**config.mk**
```make
export PLATFORM = sky130hd
export DESIGN_NAME = steer_quad_decoder
export DESIGN_NICKNAME = d
export VERILOG_FILES = /design/src/rtl/steer_quad_decoder.sv
export SDC_FILE = /design/constraint.sdc
export NUM_CORES = 1
export LEC_CHECK = 0
export CAP_MARGIN = 25
export CORE_MARGIN = 3
export CORE_UTILIZATION = 50
export DETAILED_ROUTE_END_ITERATION = 8
export GPL_ROUTABILITY_DRIVEN = 0
export PLACE_DENSITY_LB_ADDON = 0.3
export SLEW_MARGIN = 20
export SYNTH_ARGS = -nofsm -noshare
export SYNTH_HDL_FRONTEND = slang
export SYNTH_SLANG_ARGS = --single-unit
```
**constraint.sdc**
```tcl
create_clock -name Clk -period 6.5 [get_ports Clk]
set_input_delay 0.65 -clock Clk [delete_from_list [all_inputs] [get_ports Clk]]
set_output_delay 0.65 -clock Clk [all_outputs]
set_load 0.02 [all_outputs]
```
**src/rtl/steer_quad_decoder.sv**
```systemverilog
// Quadrature steering decoder: synchronises and glitch-filters SteerA/SteerB, decodes
// Gray-code steps into a wrapping position and a saturating read-and-clear delta.
//
// state   | meaning
// S_INIT  | waiting for the filtered phases to settle, then capturing the baseline pair
// S_TRACK | decoding every change of the filtered pair against the previous pair
module steer_quad_decoder #(
  parameter int FILTER_LEN = 4,
  parameter int CNT_W      = 8
) (
  input  logic             Clk,
  input  logic             Reset_n,
  input  logic             Ce,
  input  logic             SteerA_I,
  input  logic             SteerB_I,
  input  logic             Rd_I,
  input  logic             ErrClr_I,
  output logic [CNT_W-1:0] Pos_O,
  output logic [CNT_W-1:0] Delta_O,
  output logic             Step_O,
  output logic             Dir_O,
  output logic             Err_O,
  output logic             Valid_O
);

  typedef enum logic {S_INIT, S_TRACK} state_t;

  localparam logic [3:0]       FL_LAST = 4'(FILTER_LEN - 1);
  localparam logic [4:0]       WU_DONE = 5'(FILTER_LEN + 2);
  localparam logic [CNT_W-1:0] ONE     = {{(CNT_W-1){1'b0}}, 1'b1};
  localparam logic [CNT_W-1:0] ACC_MAX = {1'b0, {(CNT_W-1){1'b1}}};
  localparam logic [CNT_W-1:0] ACC_MIN = {1'b1, {(CNT_W-1){1'b0}}};

  state_t           state_q, state_d;
  logic [1:0]       sync1_q, sync2_q;
  logic [1:0]       filt_q, filt_d;
  logic [1:0]       ref_q, ref_d;
  logic [3:0]       fcnt_a_q, fcnt_a_d, fcnt_b_q, fcnt_b_d;
  logic [4:0]       wu_q, wu_d;
  logic [CNT_W-1:0] pos_q, pos_d, acc_q, acc_d, acc_nx, delta_q, delta_d;
  logic             step_q, step_d, dir_q, dir_d, err_q, err_d, valid_q, valid_d;
  logic             inc, dec;
  logic [1:0]       idx_diff;

  // Returns {filtered bit, counter} after one Ce sample.
  function automatic logic [4:0] filt_next(input logic s, input logic f, input logic [3:0] c);
    if (s == f) return {f, 4'd0};
    if (c == FL_LAST) return {s, 4'd0};
    return {f, c + 4'd1};
  endfunction

  // Position of a {A,B} pair along the forward sequence 00,01,11,10.
  function automatic logic [1:0] gray_idx(input logic [1:0] p);
    return {p[1], p[1] ^ p[0]};
  endfunction

  always_comb begin
    filt_d   = filt_q;
    fcnt_a_d = fcnt_a_q;
    fcnt_b_d = fcnt_b_q;
    if (Ce) begin
      {filt_d[1], fcnt_a_d} = filt_next(sync2_q[1], filt_q[1], fcnt_a_q);
      {filt_d[0], fcnt_b_d} = filt_next(sync2_q[0], filt_q[0], fcnt_b_q);
    end
  end

  always_comb begin
    state_d  = state_q;
    ref_d    = ref_q;
    valid_d  = valid_q;
    wu_d     = wu_q;
    inc      = 1'b0;
    dec      = 1'b0;
    err_d    = err_q & ~ErrClr_I;
    idx_diff = gray_idx(filt_q) - gray_idx(ref_q);
    case (state_q)
      S_INIT: begin
        // Wait for the sync pipeline plus one full filter window before trusting the pair.
        if (Ce && wu_q != WU_DONE) wu_d = wu_q + 5'd1;
        if (Ce && wu_q == WU_DONE && sync2_q == filt_q) begin
          ref_d   = filt_q;
          valid_d = 1'b1;
          state_d = S_TRACK;
        end
      end
      S_TRACK: begin
        if (filt_q != ref_q) begin
          ref_d = filt_q;
          case (idx_diff)
            2'd1:    inc   = 1'b1;
            2'd3:    dec   = 1'b1;
            default: err_d = 1'b1;
          endcase
        end
      end
      default: state_d = S_INIT;
    endcase
  end

  always_comb begin
    pos_d  = pos_q;
    acc_nx = acc_q;
    if (inc) begin
      pos_d = pos_q + ONE;
      if (acc_q != ACC_MAX) acc_nx = acc_q + ONE;
    end else if (dec) begin
      pos_d = pos_q - ONE;
      if (acc_q != ACC_MIN) acc_nx = acc_q - ONE;
    end
    acc_d   = Rd_I ? '0 : acc_nx;
    delta_d = Rd_I ? acc_nx : delta_q;
    step_d  = inc | dec;
    dir_d   = inc ? 1'b1 : (dec ? 1'b0 : dir_q);
  end

  always_ff @(posedge Clk or negedge Reset_n) begin
    if (!Reset_n) begin
      state_q  <= S_INIT;
      sync1_q  <= '0;
      sync2_q  <= '0;
      filt_q   <= '0;
      ref_q    <= '0;
      fcnt_a_q <= '0;
      fcnt_b_q <= '0;
      wu_q     <= '0;
      pos_q    <= '0;
      acc_q    <= '0;
      delta_q  <= '0;
      step_q   <= 1'b0;
      dir_q    <= 1'b0;
      err_q    <= 1'b0;
      valid_q  <= 1'b0;
    end else begin
      state_q  <= state_d;
      sync1_q  <= {SteerA_I, SteerB_I};
      sync2_q  <= sync1_q;
      filt_q   <= filt_d;
      ref_q    <= ref_d;
      fcnt_a_q <= fcnt_a_d;
      fcnt_b_q <= fcnt_b_d;
      wu_q     <= wu_d;
      pos_q    <= pos_d;
      acc_q    <= acc_d;
      delta_q  <= delta_d;
      step_q   <= step_d;
      dir_q    <= dir_d;
      err_q    <= err_d;
      valid_q  <= valid_d;
    end
  end

  assign Pos_O   = pos_q;
  assign Delta_O = delta_q;
  assign Step_O  = step_q;
  assign Dir_O   = dir_q;
  assign Err_O   = err_q;
  assign Valid_O = valid_q;

endmodule

```
==> summary.md, run 1 <==
| Metric | Value |
|---|---|
| Largest net degree at the start of global routing | 51 |
| IO Pins | 27 |
| Worst hold stages | 0 |
| Area growth syn-to-layout | 13.99% |
| Netlist cell types | 58 |
| Post-route ant nets | 0 |
| Die Area | between 0.006 and 0.007 mm^2 |
| RSZ-0062 raised after global routing | false |
| FMAX | 0.3027 GHz |
| Tot GR Track Use | 18.02% |
| Number of synthesized flops with an enable pin | 0 |
| Worst slew margin | 50.67% |
| PortBufs | 26 |
| Overflow after GRT | 0 |
| Worst Skew | 0.004381 ns |
| Reg2reg start | filt_q[1] |
| Share of cells above drive strength 1 | 9.385% |
| Worst hold path type | flip-flop to flip-flop |
| CP arrival | 3.52 ns |
| Clock sink total | 50 |
| Vias in the first global route | 2042 |
| Hold_buf cts | 0 |
| Post-synth ARST share | 100.0% |
| Fin. max-slew vios | 0 |
| Reg2Reg Depth | 13 |
| Ant. Diodes | 0 |
| CP Max Fanout | 23 |
| Mapped Nets | slightly above 300 |
| CTS tree | built |
| Crit-path slowest cell | dfrtp_1 |
| Ys Warns | 0 |
| Final Critical Period | 3.303 ns |
| Synth Instances | 287 |
| Post-cts sizing count | 0 |
| Iteration-0 DRC Markers | ~130 |
| Crit Reg-Reg Endpoint | Pos_O[6] |
| Crit Path Class | flip-flop to flip-flop |
| Setup_tns | 0 ns |
| Worst path required time | 6.72 ns |
| Via count | 2153 |
| Clk pin slew, worst setup/hold paths | roughly 0.090 ns |
| Share of the synthesized area in the top cell type | 43.99% |
| Clk root buf | clkbuf_8 |
| CP Launch Point | filt_q[1] |
| R2r setup slk | 3.20 ns |
| H-tree Lvls | 2 |
| Initial antenna violation count | 0 |
| FF+latch count, synth | 50 |
| Detailed Place HPWL | between 3 and 4 mm |
| CP Launch Type | flip-flop |
| Number of failing hold endpoints at the final stage | 0 |
| Number of post-CTS setup repair buffers | 0 |
| Die height | 81.42 um |
| # setup viols final | 0 |
| Cell area after layout | roughly 0.0032 mm^2 |
| Worst-Margin Slew | 0.7383 ns |
| Placed inst area | about 0.0031 mm^2 |
| Final WL | 5.520 mm |
| Vias/cell | 5.681 |
| Core ar. | 0.005303 mm^2 |
| Sequential area share after synthesis | 43.99% |
| Area of the mapped netlist | between 0.002 and 0.003 mm^2 |
| Row Count | 26 |
| Worst hold start | sync1_q[0] |
| # DRC | 0 |
| Worst path max stage delay | 0.52 ns |
| Initial DRT Pass Iterations | 4 |
| Mean post-synth cell area | 9.909 um^2 |
| Outcome | complete, no violations |
| CTS Buf Count | 5 |
| Crit share post-route | 50.82% |
| Wire per inst | 14.56 um |
| Top post-synthesis cells by area | dfrtp_1, ha_1, nand2_1 |
| Initial core utilization | 53.63% |
| Crit. End Element | flip-flop |
| First-pass GRT wire length | roughly 9.4 mm |
| Biggest area consumer among synthesized cells | dfrtp_1 |
| Clk buf depth | 2 |
| Final nets | 331 |
| Clk_lat worst skew | 0.30 ns |
| Worst hold endpoint | sync2_q[0] |
| Max-cap viol count | 0 |
| Worst path cell trace | xnor2_1 -> ha_1 -> nor2b_1 -> o21ai_2 -> buf_4 -> inv_2 -> nand2_1 -> ha_1 -> a21oi_1 -> a21boi_0 -> o21a_1 -> o21a_1 -> o31ai_1 |
| Die width | 81.42 um |
| Top FF cell, synth | dfrtp_1 |
-- critical path: cells and delay by family (launching register included) --
kind                     cells  cell delay, ns
buffers and inverters        2            0.37
adder cells (fa/ha/maj)      2            0.73
AO/OA/AOI/OAI                6            0.97
AND/OR/NAND/NOR              2            0.45
XOR/XNOR                     1            0.19
flip-flops                   1            0.52
-- registers in the layout (all words and copies together), names as in the netlist --
register,count
Delta_O,8
fcnt_b_q,4
Dir_O,1
Pos_O,8
ref_q,2
sync2_q,2
Step_O,1
Err_O,1
state_q,1
wu_q,5
filt_q,2
Valid_O,1
fcnt_a_q,4
acc_q,8
sync1_q,2
-- cell type report --
cell class / instances / area (um^2)
inverters: 17 / 63.81
multi-input cells: 206 / 1455
flip-flops and latches: 50 / 1251
fillers: 468 / 2061
repair buffers: 28 / 270.3
clock buffers: 5 / 68.82
well taps: 70 / 87.58
clock inverters: 3 / 45.04
-- cell usage in the layout, fill, tap and decap left out, types with 5 or more instances in the layout --
| master | netlist | routed |
|---|---|---|
| nand2_1 | 30 | 30 |
| xor2_1 | 8 | 8 |
| o22ai_1 | 7 | 7 |
| mux2_2 | 5 | 5 |
| clkdlybuf4s50_1 | 0 | 25 |
| nor2_1 | 16 | 16 |
| o21ai_0 | 12 | 12 |
| inv_1 | 16 | 16 |
| xnor2_1 | 10 | 10 |
| nand3_1 | 11 | 11 |
| dfrtp_1 | 50 | 50 |
| a21oi_1 | 17 | 17 |
| ha_1 | 15 | 15 |
| clkbuf_8 | 0 | 5 |
-- synthesized netlist by cell type, types with 2 or more instances --
library cell	number
nand2_1	30
and3_1	3
nand3_1	11
a21oi_1	17
o211ai_1	4
nor4_1	3
o21ai_0	12
mux2i_1	4
clkbuf_1	6
o21a_1	4
buf_6	2
xor2_1	8
o21ai_2	2
dfrtp_1	50
ha_1	15
nor3_1	4
a21o_1	2
buf_2	5
nor2_1	16
nor3b_1	4
inv_1	16
nor4b_1	2
xnor2_1	10
o311ai_0	2
a21oi_2	3
or3_1	3
nand4_1	4
mux2_2	5
a31oi_1	2
o41ai_1	2
o22ai_1	7
o31ai_1	3
-- worst max path at each step --
stage / end / slack (ns) / depth (start not counted)
after global placement: Pos_O[6] / 3.33 / 13
after detailed placement: Pos_O[6] / 3.23 / 13
after global routing: Pos_O[6] / 3.00 / 13
after CTS: Pos_O[6] / 3.21 / 13
final: Pos_O[6] / 3.20 / 13
after floorplan: Pos_O[6] / 3.74 / 13
-- layer usage --
metal | share of wire, % | global-route usage [%]
met1 | 47 | 24.52
met2 | 47 | 28.42
met3 | 4.6 | 4.496
met4 | 0.91 | 5.405
met5 | 0 | 0
-- stage by stage --
step	util (%)	hold slack, ns	setup WS, ns	cells
floorplan	-	0.3312	3.740	287
global placement	58.99	0.3340	3.333	371
detailed placement	58.99	0.3347	3.234	371
CTS	61.14	0.3570	3.208	379
global route	61.14	0.3808	2.998	379
finish	61.14	0.3556	3.197	379
-- kinds of logic (layout without fill, tap and decap cells) --
group | after synthesis | in the layout | synth area share [%]
AO/OA/AOI/OAI | 74 | 74 | 17.86
XOR/XNOR | 20 | 20 | 7.347
adder cells (fa/ha/maj) | 16 | 16 | 7.303
buffers and inverters | 31 | 53 | 4.839
flip-flops | 50 | 50 | 43.99
multiplexers | 9 | 9 | 3.388
AND/OR/NAND/NOR | 87 | 87 | 15.27
Power of run 1 is not shown: default switching activity piles up to over one toggle a cycle in this logic, so the estimate is an artifact.
==> run 2, diff against run 1 <==
Clock period 6.5 ns to 3 ns, I/O delays scaled along.
==> run 2 against run 1 <==
Effect of this change: clock-buffer cell count grew 1; sequential share of layout area fell by 0.19 points; non-clock buffer count grew 6; via count increased by 1.6%; register-to-register slack lost 2.9 ns; final cell count grew 1.3%; critical path depth decreased by 2.
==> summary.md, run 2 (synthesized netlist as in run 1, its figures left out) <==
| Metric | Value |
|---|---|
| Crit Reg-Reg Endpoint | Pos_O[7] |
| PortBufs | 26 (unchanged) |
| # DRC | 0 (unchanged) |
| Clk buf depth | 2 (unchanged) |
| Clk_lat worst skew | 0.30 ns (about the same) |
| Vias/cell | 5.695 (+0.26%) |
| CTS Buf Count | 5 (unchanged) |
| CTS tree | built |
| Final Critical Period | 2.749 ns (-0.5544 ns) |
| # setup viols final | 0 (unchanged) |
| CP arrival | 2.97 ns (-0.55 ns) |
| Clk pin slew, worst setup/hold paths | 0.09 ns (about the same) |
| Non-filler cells, final | 384 (+1.3%) |
| Pre-CTS WS | 0.1695 ns (-3.065 ns) |
| Die Area | 0.006629 mm^2 (unchanged) |
| Vias in the first global route | 2066 (+1.2%) |
| Most common cell after layout, fill and taps aside | dfrtp_1 |
| Number of failing hold endpoints at the final stage | 0 (unchanged) |
| Initial antenna violation count | 0 (unchanged) |
| Final worst slack | 0.2509 ns (-2.946 ns) |
| Tot GR Track Use | 18.81% (+0.79 points) |
| Setup_tns | 0 ns (unchanged) |
| Crit-path leading delay family | simple AND/OR/NAND/NOR gates |
| Wire per inst | 14.54 um (-0.16%) |
| Reg2Reg Depth | 11 (-2) |
| Die height | 81.42 um (unchanged) |
| Crit Path Class | flip-flop to flip-flop |
| Most frequent cells in the layout | dfrtp_1, nand2_1, clkdlybuf4s50_1, a21oi_1 |
| Final WL | 5.584 mm (+1.2%) |
| Share of cells above drive strength 1 | 10.51% (+1.1 points) |
| Worst path cell trace | xor2_1 -> ha_1 -> nor2b_1 -> o21ai_2 -> inv_2 -> nand2_2 -> ha_1 -> or3_1 -> o22ai_1 -> mux2i_1 -> xor2_1 |
| Core ar. | 0.005303 mm^2 (unchanged) |
| Via count | 2187 (+1.6%) |
| Crit share post-route | 91.64% (+41 points) |
| FMAX | 0.3638 GHz (+20%) |
| Row Count | 26 (unchanged) |
| Worst hold endpoint | sync2_q[0] |
| Post-route ant nets | 0 (unchanged) |
| Worst hold path type | flip-flop to flip-flop |
| Outcome | complete, no violations |
| Worst-Margin Slew | 0.7206 ns (-0.01770 ns) |
| Worst slew margin | 51.85% (+1.2 points) |
| Ant. Diodes | 0 (unchanged) |
| Area growth syn-to-layout | 14.56% |
| First-pass GRT wire length | 9.673 mm (+3.2%) |
| Worst Skew | 0.007227 ns (+0.002845 ns) |
| Crit. End Element | flip-flop |
| Overflow after GRT | 0 (unchanged) |
| Worst hold start | sync1_q[0] |
| Worst path required time | 3.22 ns (-3.50 ns) |
| Reg2reg start | ref_q[1] |
| Iteration-0 DRC Markers | 107 (-17%) |
| Clk root buf | clkbuf_8 |
| Dpl cells | 376 (+1.3%) |
| Crit. path cell count | 11 (-2) |
| Clock sink total | 50 (unchanged) |
| RSZ-0062 raised after global routing | false |
| IO Pins | 27 (unchanged) |
| Die width | 81.42 um (unchanged) |
| Max-cap viol count | 0 (unchanged) |
| H-tree Lvls | 2 (unchanged) |
| Fin. max-slew vios | 0 (unchanged) |
| Detailed Place HPWL | 4.006 mm (+3.5%) |
| Worst path buffer plus inverter count | 1 (-1) |
| Worst path max stage delay | 0.45 ns (-0.07 ns) |
| Number of post-CTS setup repair buffers | 0 (unchanged) |
| Initial DRT Pass Iterations | 4 (unchanged) |
| Worst hold stages | 0 (unchanged) |
| Crit-path slowest cell | dfrtp_1 |
| Largest net degree at the start of global routing | 27 (-47%) |
| Final nets | 337 (+1.8%) |
| FILL cells | 456 (-2.6%) |
| Initial core utilization | 53.63% (unchanged) |
| CP Max Fanout | 10 (-57%) |
| R2r setup slk | 0.25 ns (-2.95 ns) |
| CP Launch Type | flip-flop |
-- run 2: routing by layer --
metal	share of wire (%)	track usage, %
met2	46	30.13
met1	49	25.60
met3	3.8	4.386
met4	1.4	5.236
met5	0	0
-- run 2: timing repair --
| action | in CTS | in global routing |
|---|---|---|
| resized for setup | 0 | 1 |
| setup endpoints to repair | 0 | 1 |
| hold buffers | 1 | 0 |
| endpoints found under the hold margin | 6 | 0 |
-- run 2: worst max-delay path by stage --
stage                         start        to
after detailed placement   ref_q[1]  Pos_O[7]
after global placement     ref_q[1]  Pos_O[6]
after global routing       ref_q[1]  Pos_O[7]
after CTS                  ref_q[1]  Pos_O[7]
after floorplan           filt_q[0]  Pos_O[6]
final                      ref_q[1]  Pos_O[7]
-- run 2: final cells by class --
class | count | area, um^2 | area share [%]
Timing Repair Buffer | 34 | 317.8 | 9.754
Sequential cell | 50 | 1251 | 38.40
Clock buffer | 6 | 72.57 | 2.227
Multi-Input combinational cell | 206 | 1458 | 44.74
Tap cell | 70 | 87.58 | 2.688
Inverter | 17 | 63.81 | 1.959
Clock inverter | 1 | 7.507 | 0.2304
-- run 2: metrics by stage --
stage / cell area (um^2) / hold slack, ns / utilization, %
after detailed placement: 3166 / 0.3335 / 59.70
after floorplan: 2844 / 0.004409 / -
after global routing: 3258 / 0.3775 / 61.44
after global placement: 3166 / 0.3298 / 59.70
final: 3258 / 0.3541 / 61.44
after CTS: 3256 / 0.3556 / 61.40
Power of run 2 is left out for the same reason.
==> patch 1, RTL diff (settings of run 2) <==
Register the output `Step_O` once more, without a reset; this adds one clock of latency there. The other outputs are not delayed to match.
--- a/src/rtl/steer_quad_decoder.sv
+++ b/src/rtl/steer_quad_decoder.sv
@@ -152,5 +152,7 @@
   assign Pos_O   = pos_q;
   assign Delta_O = delta_q;
-  assign Step_O  = step_q;
+  always_ff @(posedge Clk) begin
+    Step_O <= step_q;
+  end
   assign Dir_O   = dir_q;
   assign Err_O   = err_q;
Function: same outputs for any inputs over 10 cycles, from zero or initial values and one cycle with Reset_n low; that may be too few to reach the edited logic, so the function may still have changed.
==> patch 1 against run 2 <==
Sequential share of layout area increased by 0.21 points. Routed wire length decreased by 3.9%. Synthesized area increased by 0.70%. Clock skew increased by 3.7 ps. Sequential cell count increased by 1. Cell area increased by 1.0%. Worst setup slack improved by 28 ps. Critical path depth increased by 1. Non-clock buffer count decreased by 1. Critical path type unchanged. Critical endpoint is now Pos_O[6].
Power is left out: the tool's default activity adds up to more than one toggle a clock period on the data nets, which glitch-free logic cannot reach.
==> patch 1: results <==
metrics = {
    "logic_synthesis": {
        "synth_area_leaders": "dfrtp_1 (44%), ha_1 (6.6%), nand2_1 (3.9%), xnor2_1 (3.1%), a21oi_1 (3.0%)",
        "synth_compound_area_share_pct": 17.74,
        "yosysSeqAreaShare_pct": 44.39,
        "ys_async_sr_fraction_pct": 98.04,
        "synthMuxAreaShare_pct": 3.364,
        "yosysWarnings": 0,
        "synth_cell_types": 59,
        "synthXorXnorAreaFrac_pct": 7.296,
        "synthesis.nets": 311,
        "yosys-top-cells-count": "dfrtp_1 (50), nand2_1 (30), a21oi_1 (17)",
        "synthCells": 288,
        "synth_ff_type": "dfrtp_1",
        "synth_fa_ha_area_share_pct": 7.252,
    },
    "critical_path": {
        "rr_endpoint": "Pos_O[6]",
        "rrSetupSlack_ps": 280,
        "worstPathMaxFanout": 10,
        "reg2reg_depth": 12,
        "arrival_ps": 2940,
        "reg2reg_from": "ref_q[1]",
    },
    "clock_tree": {
        "post_cts_resized": 0,
        "cts_setup_buffers": 0,
        "clock-root-buffer": "clkbuf_8",
        "clk_pin_slew_worst_paths_ps": 90,
        "cts_max_level": 2,
        "cts_buffer_depth": 2,
        "clock_latency_ps": 310,
        "numCtsBuffers": 5,
    },
    "global_routing": {
        "grt_first_pass_wirelength_mm": 9.632,
        "grt_max_degree": 35,
        "gr-usage-all-layers_pct": 18.57,
        "first_global_vias": 2130,
        "antenna_found_initial": 0,
    },
    "cells_and_area": {
        "nNetsFinal": 337,
        "num_antenna_cells": 0,
        "nFillCells": 459,
        "drive_gt1_share_pct": 11.11,
        "final_cells": 385,
    },
    "placement": {
        "post-dp-hpwl_mm": 3.874,
        "numPortBuffers": 26,
        "pre_cts_ws_ps": 165.6,
        "placed_cell_area_um2": 3186,
        "dp.cells": 377,
    },
    "hold_path": {
        "min_path_type": "in2async",
    },
    "route": {
        "drtIter0Drc": 142,
        "via_count": 2207,
        "drtPass1Iterations": 4,
        "wl_per_cell_um": 13.94,
    },
    "outcome": {
        "status": "complete, no violations",
    },
    "sta": {
        "hold_slack_ps": 38.31,
        "fin_worst_skew_ps": 10.96,
        "tightest_slew_ps": 729.9,
    },
}
[patch 1: changes by cell type after synthesis, sizes merged]
cell / before / now
dfxtp: 0 / 1
[patch 1: worst max-delay path by stage]
stage | start | endpoint | slack (ps) | depth (start not counted)
3_3_place_gp | ref_q[1] | Pos_O[7] | 250 | 10
5_1_grt | ref_q[1] | Pos_O[6] | 80 | 12
6_report | ref_q[1] | Pos_O[6] | 280 | 12
4_1_cts | ref_q[1] | Pos_O[6] | 150 | 12
3_5_place_dp | ref_q[1] | Pos_O[6] | 170 | 12
2_1_floorplan | filt_q[0] | Pos_O[6] | 240 | 13
[patch 1: critical path, stage by stage (launching register included)]
cell,delay (ps)
dfrtp_1,440
xor2_1,160
ha_1,290
nor2b_1,180
o21ai_2,90
inv_2,70
nand2_2,150
fa_1,440
nand3_1,100
a21boi_0,120
o21a_1,200
o21a_1,160
o31ai_1,220
[patch 1: final cells by class]
class	count	area (um^2)	share of cell area, %
well taps	70	87.58	2.661
flip-flops and latches	51	1271	38.62
repair buffers	33	307.8	9.350
clock inverters	1	7.507	0.2280
inverters	17	63.81	1.938
multi-input cells	206	1458	44.28
clock buffers	7	96.34	2.927
[patch 1: layer usage]
| metal | part of all wire, % | vias to the layer above | track usage [%] |
|---|---|---|---|
| met1 | 47 | 1040 | 25.07 |
| met4 | 1.4 | 0 | 5.482 |
| met5 | 0 | - | 0 |
| met3 | 6.1 | 7 | 4.605 |
| li1 | - | 1093 | - |
| met2 | 46 | 67 | 29.64 |
[patch 1: kinds of logic after synthesis]
| family | count (synthesis) |
|---|---|
| AND/OR/NAND/NOR | 87 |
| AO/OA/AOI/OAI | 74 |
| flip-flops | 51 |
| buffers and inverters | 31 |
| XOR/XNOR | 20 |
| adder cells (fa/ha/maj) | 16 |
| multiplexers | 9 |
==> patch 2, RTL diff (settings of run 2) <==
Without the edit above. Set the parameter `CNT_W` to 7 (it was 8).
--- a/src/rtl/steer_quad_decoder.sv
+++ b/src/rtl/steer_quad_decoder.sv
@@ -7,5 +7,5 @@
 module steer_quad_decoder #(
   parameter int FILTER_LEN = 4,
-  parameter int CNT_W      = 8
+  parameter int CNT_W      = 7
 ) (
   input  logic             Clk,
Ports: changed (resized Delta_O and Pos_O); port bits go from 27 to 25. The function was not compared with the original's and may differ.
==> patch 2 against run 2 <==
Cell area decreased by 6.7%. Routed wire length shrank 10%. Synthesized area fell by 8.8%. Worst setup slack got worse by 65 ps. Final cell count decreased by 9.6%. Critical path type unchanged. Largest cell class unchanged. Sequential cell count shrank 3.
==> patch 2: results <==
metrics = {
    "cells_and_area": {
        "drive_gt1_share_pct": 12.14,
        "nNetsFinal": 300,
    },
    "global_routing": {
        "first_global_vias": 1860,
        "gr-usage-all-layers_pct": 18.12,
        "met1_usage_pct": 26.28,
        "grt.met2_usage_pct": 27.14,
        "grt_use_met3_pct": 4.176,
        "grt_first_pass_wirelength_mm": 8.859,
        "grt_max_degree": 26,
    },
    "hold_path": {
        "hold_start": "sync1_q[1]",
    },
    "critical_path": {
        "crit_start": "ref_q[1]",
        "rr_endpoint": "Pos_O[6]",
        "worstPathMaxFanout": 8,
        "crit_family": "XOR/XNOR gates",
        "crit_path_max_incr_delay_ps": 470,
        "crit_path_top_delay_cell": "dfrtp_2",
        "arrival_ps": 3030,
        "rrSetupSlack_ps": 190,
    },
    "logic_synthesis": {
        "synthCells": 254,
        "synthesis.nets": 275,
        "synth_area_leaders": "dfrtp_1 (45%), ha_1 (6.3%), xnor2_1 (3.7%), nand2_1 (3.0%), inv_1 (2.3%)",
        "synth_cell_types": 59,
        "yosys-top-cells-count": "dfrtp_1 (47), nand2_1 (21), inv_1 (16)",
        "yosysSeqAreaShare_pct": 45.37,
    },
    "placement": {
        "placed_cell_area_um2": 2904,
        "numPortBuffers": 24,
        "post-dp-hpwl_mm": 3.587,
        "pre_cts_ws_ps": 93.52,
        "dp.cells": 338,
    },
    "sta": {
        "finalCritPeriodShare_pct": 93.79,
        "max_slew_margin_pct": 52.72,
        "fin_worst_skew_ps": 5.685,
    },
    "route": {
        "drt-met1-wl_mm": 2.535,
        "dr_wl_met2_mm": 2.136,
        "wl_met3_um": 276,
        "wl_per_cell_um": 14.43,
        "via_per_inst": 5.594,
        "drtIter0Drc": 147,
        "drtPass1Iterations": 4,
        "routed_wl_mm": 5.006,
    },
    "clock_tree": {
        "numCtsBuffers": 5,
        "cts_max_level": 2,
        "clock-root-buffer": "clkbuf_8",
        "cts_setup_buffers": 0,
    },
    "outcome": {
        "status": "complete, no violations",
    },
}
-- patch 2: cell count changes after synthesis, moves of 4 or more --
cell | before | now
a21oi_1 | 17 | 10
a31oi_1 | 2 | 6
nand2_1 | 30 | 21
o21a_1 | 4 | 0
o21ai_0 | 12 | 8
o21ai_1 | 1 | 7
-- patch 2: power groups by stage --
| stage | logic (mW) | registers (mW) | clock network [mW] |
|---|---|---|---|
| 2_1_floorplan | 1.64 | 1.16 | 0 |
| 3_3_place_gp | 2.21 | 1.14 | 0 |
| 3_5_place_dp | 2.26 | 1.14 | 0 |
| 4_1_cts | 2.28 | 1.14 | 0.496 |
| 5_1_grt | 2.55 | 1.19 | 0.528 |
| 6_report | 2.30 | 1.14 | 0.480 |
-- patch 2: cells by family (layout without fill, tap and decap cells) --
kind of cell             after synthesis  count (layout)  synth area share (%)
AND/OR/NAND/NOR                       68              68                 13.56
buffers and inverters                 30              56                 4.971
AO/OA/AOI/OAI                         66              66                 17.33
XOR/XNOR                              19              19                 7.577
adder cells (fa/ha/maj)               14              14                 7.047
multiplexers                          10              10                 4.150
flip-flops                            47              47                 45.37
-- patch 2: worst min-delay path by stage --
stage / slack [ps] / endpoint
after CTS: 370 / sync2_q[1]
after detailed placement: 320 / fcnt_a_q[2]
after global placement: 340 / sync2_q[0]
final: 360 / sync2_q[1]
after global routing: 380 / sync2_q[1]
after floorplan: 4 / Delta_O[0]
-- patch 2: repair_timing --
action,in CTS,in global routing
endpoints found under the hold margin,22,0
hold buffers,1,0
setup endpoints to repair,0,1
resized for setup,0,5
-- patch 2: layout make-up --
cell class              count  area [um^2]
fillers                   428         1841
multi-input cells         177         1292
flip-flops and latches     47         1179
repair buffers             31        302.8
well taps                  67        83.83
clock buffers               6        82.58
inverters                  17        63.81
clock inverters             2        35.03
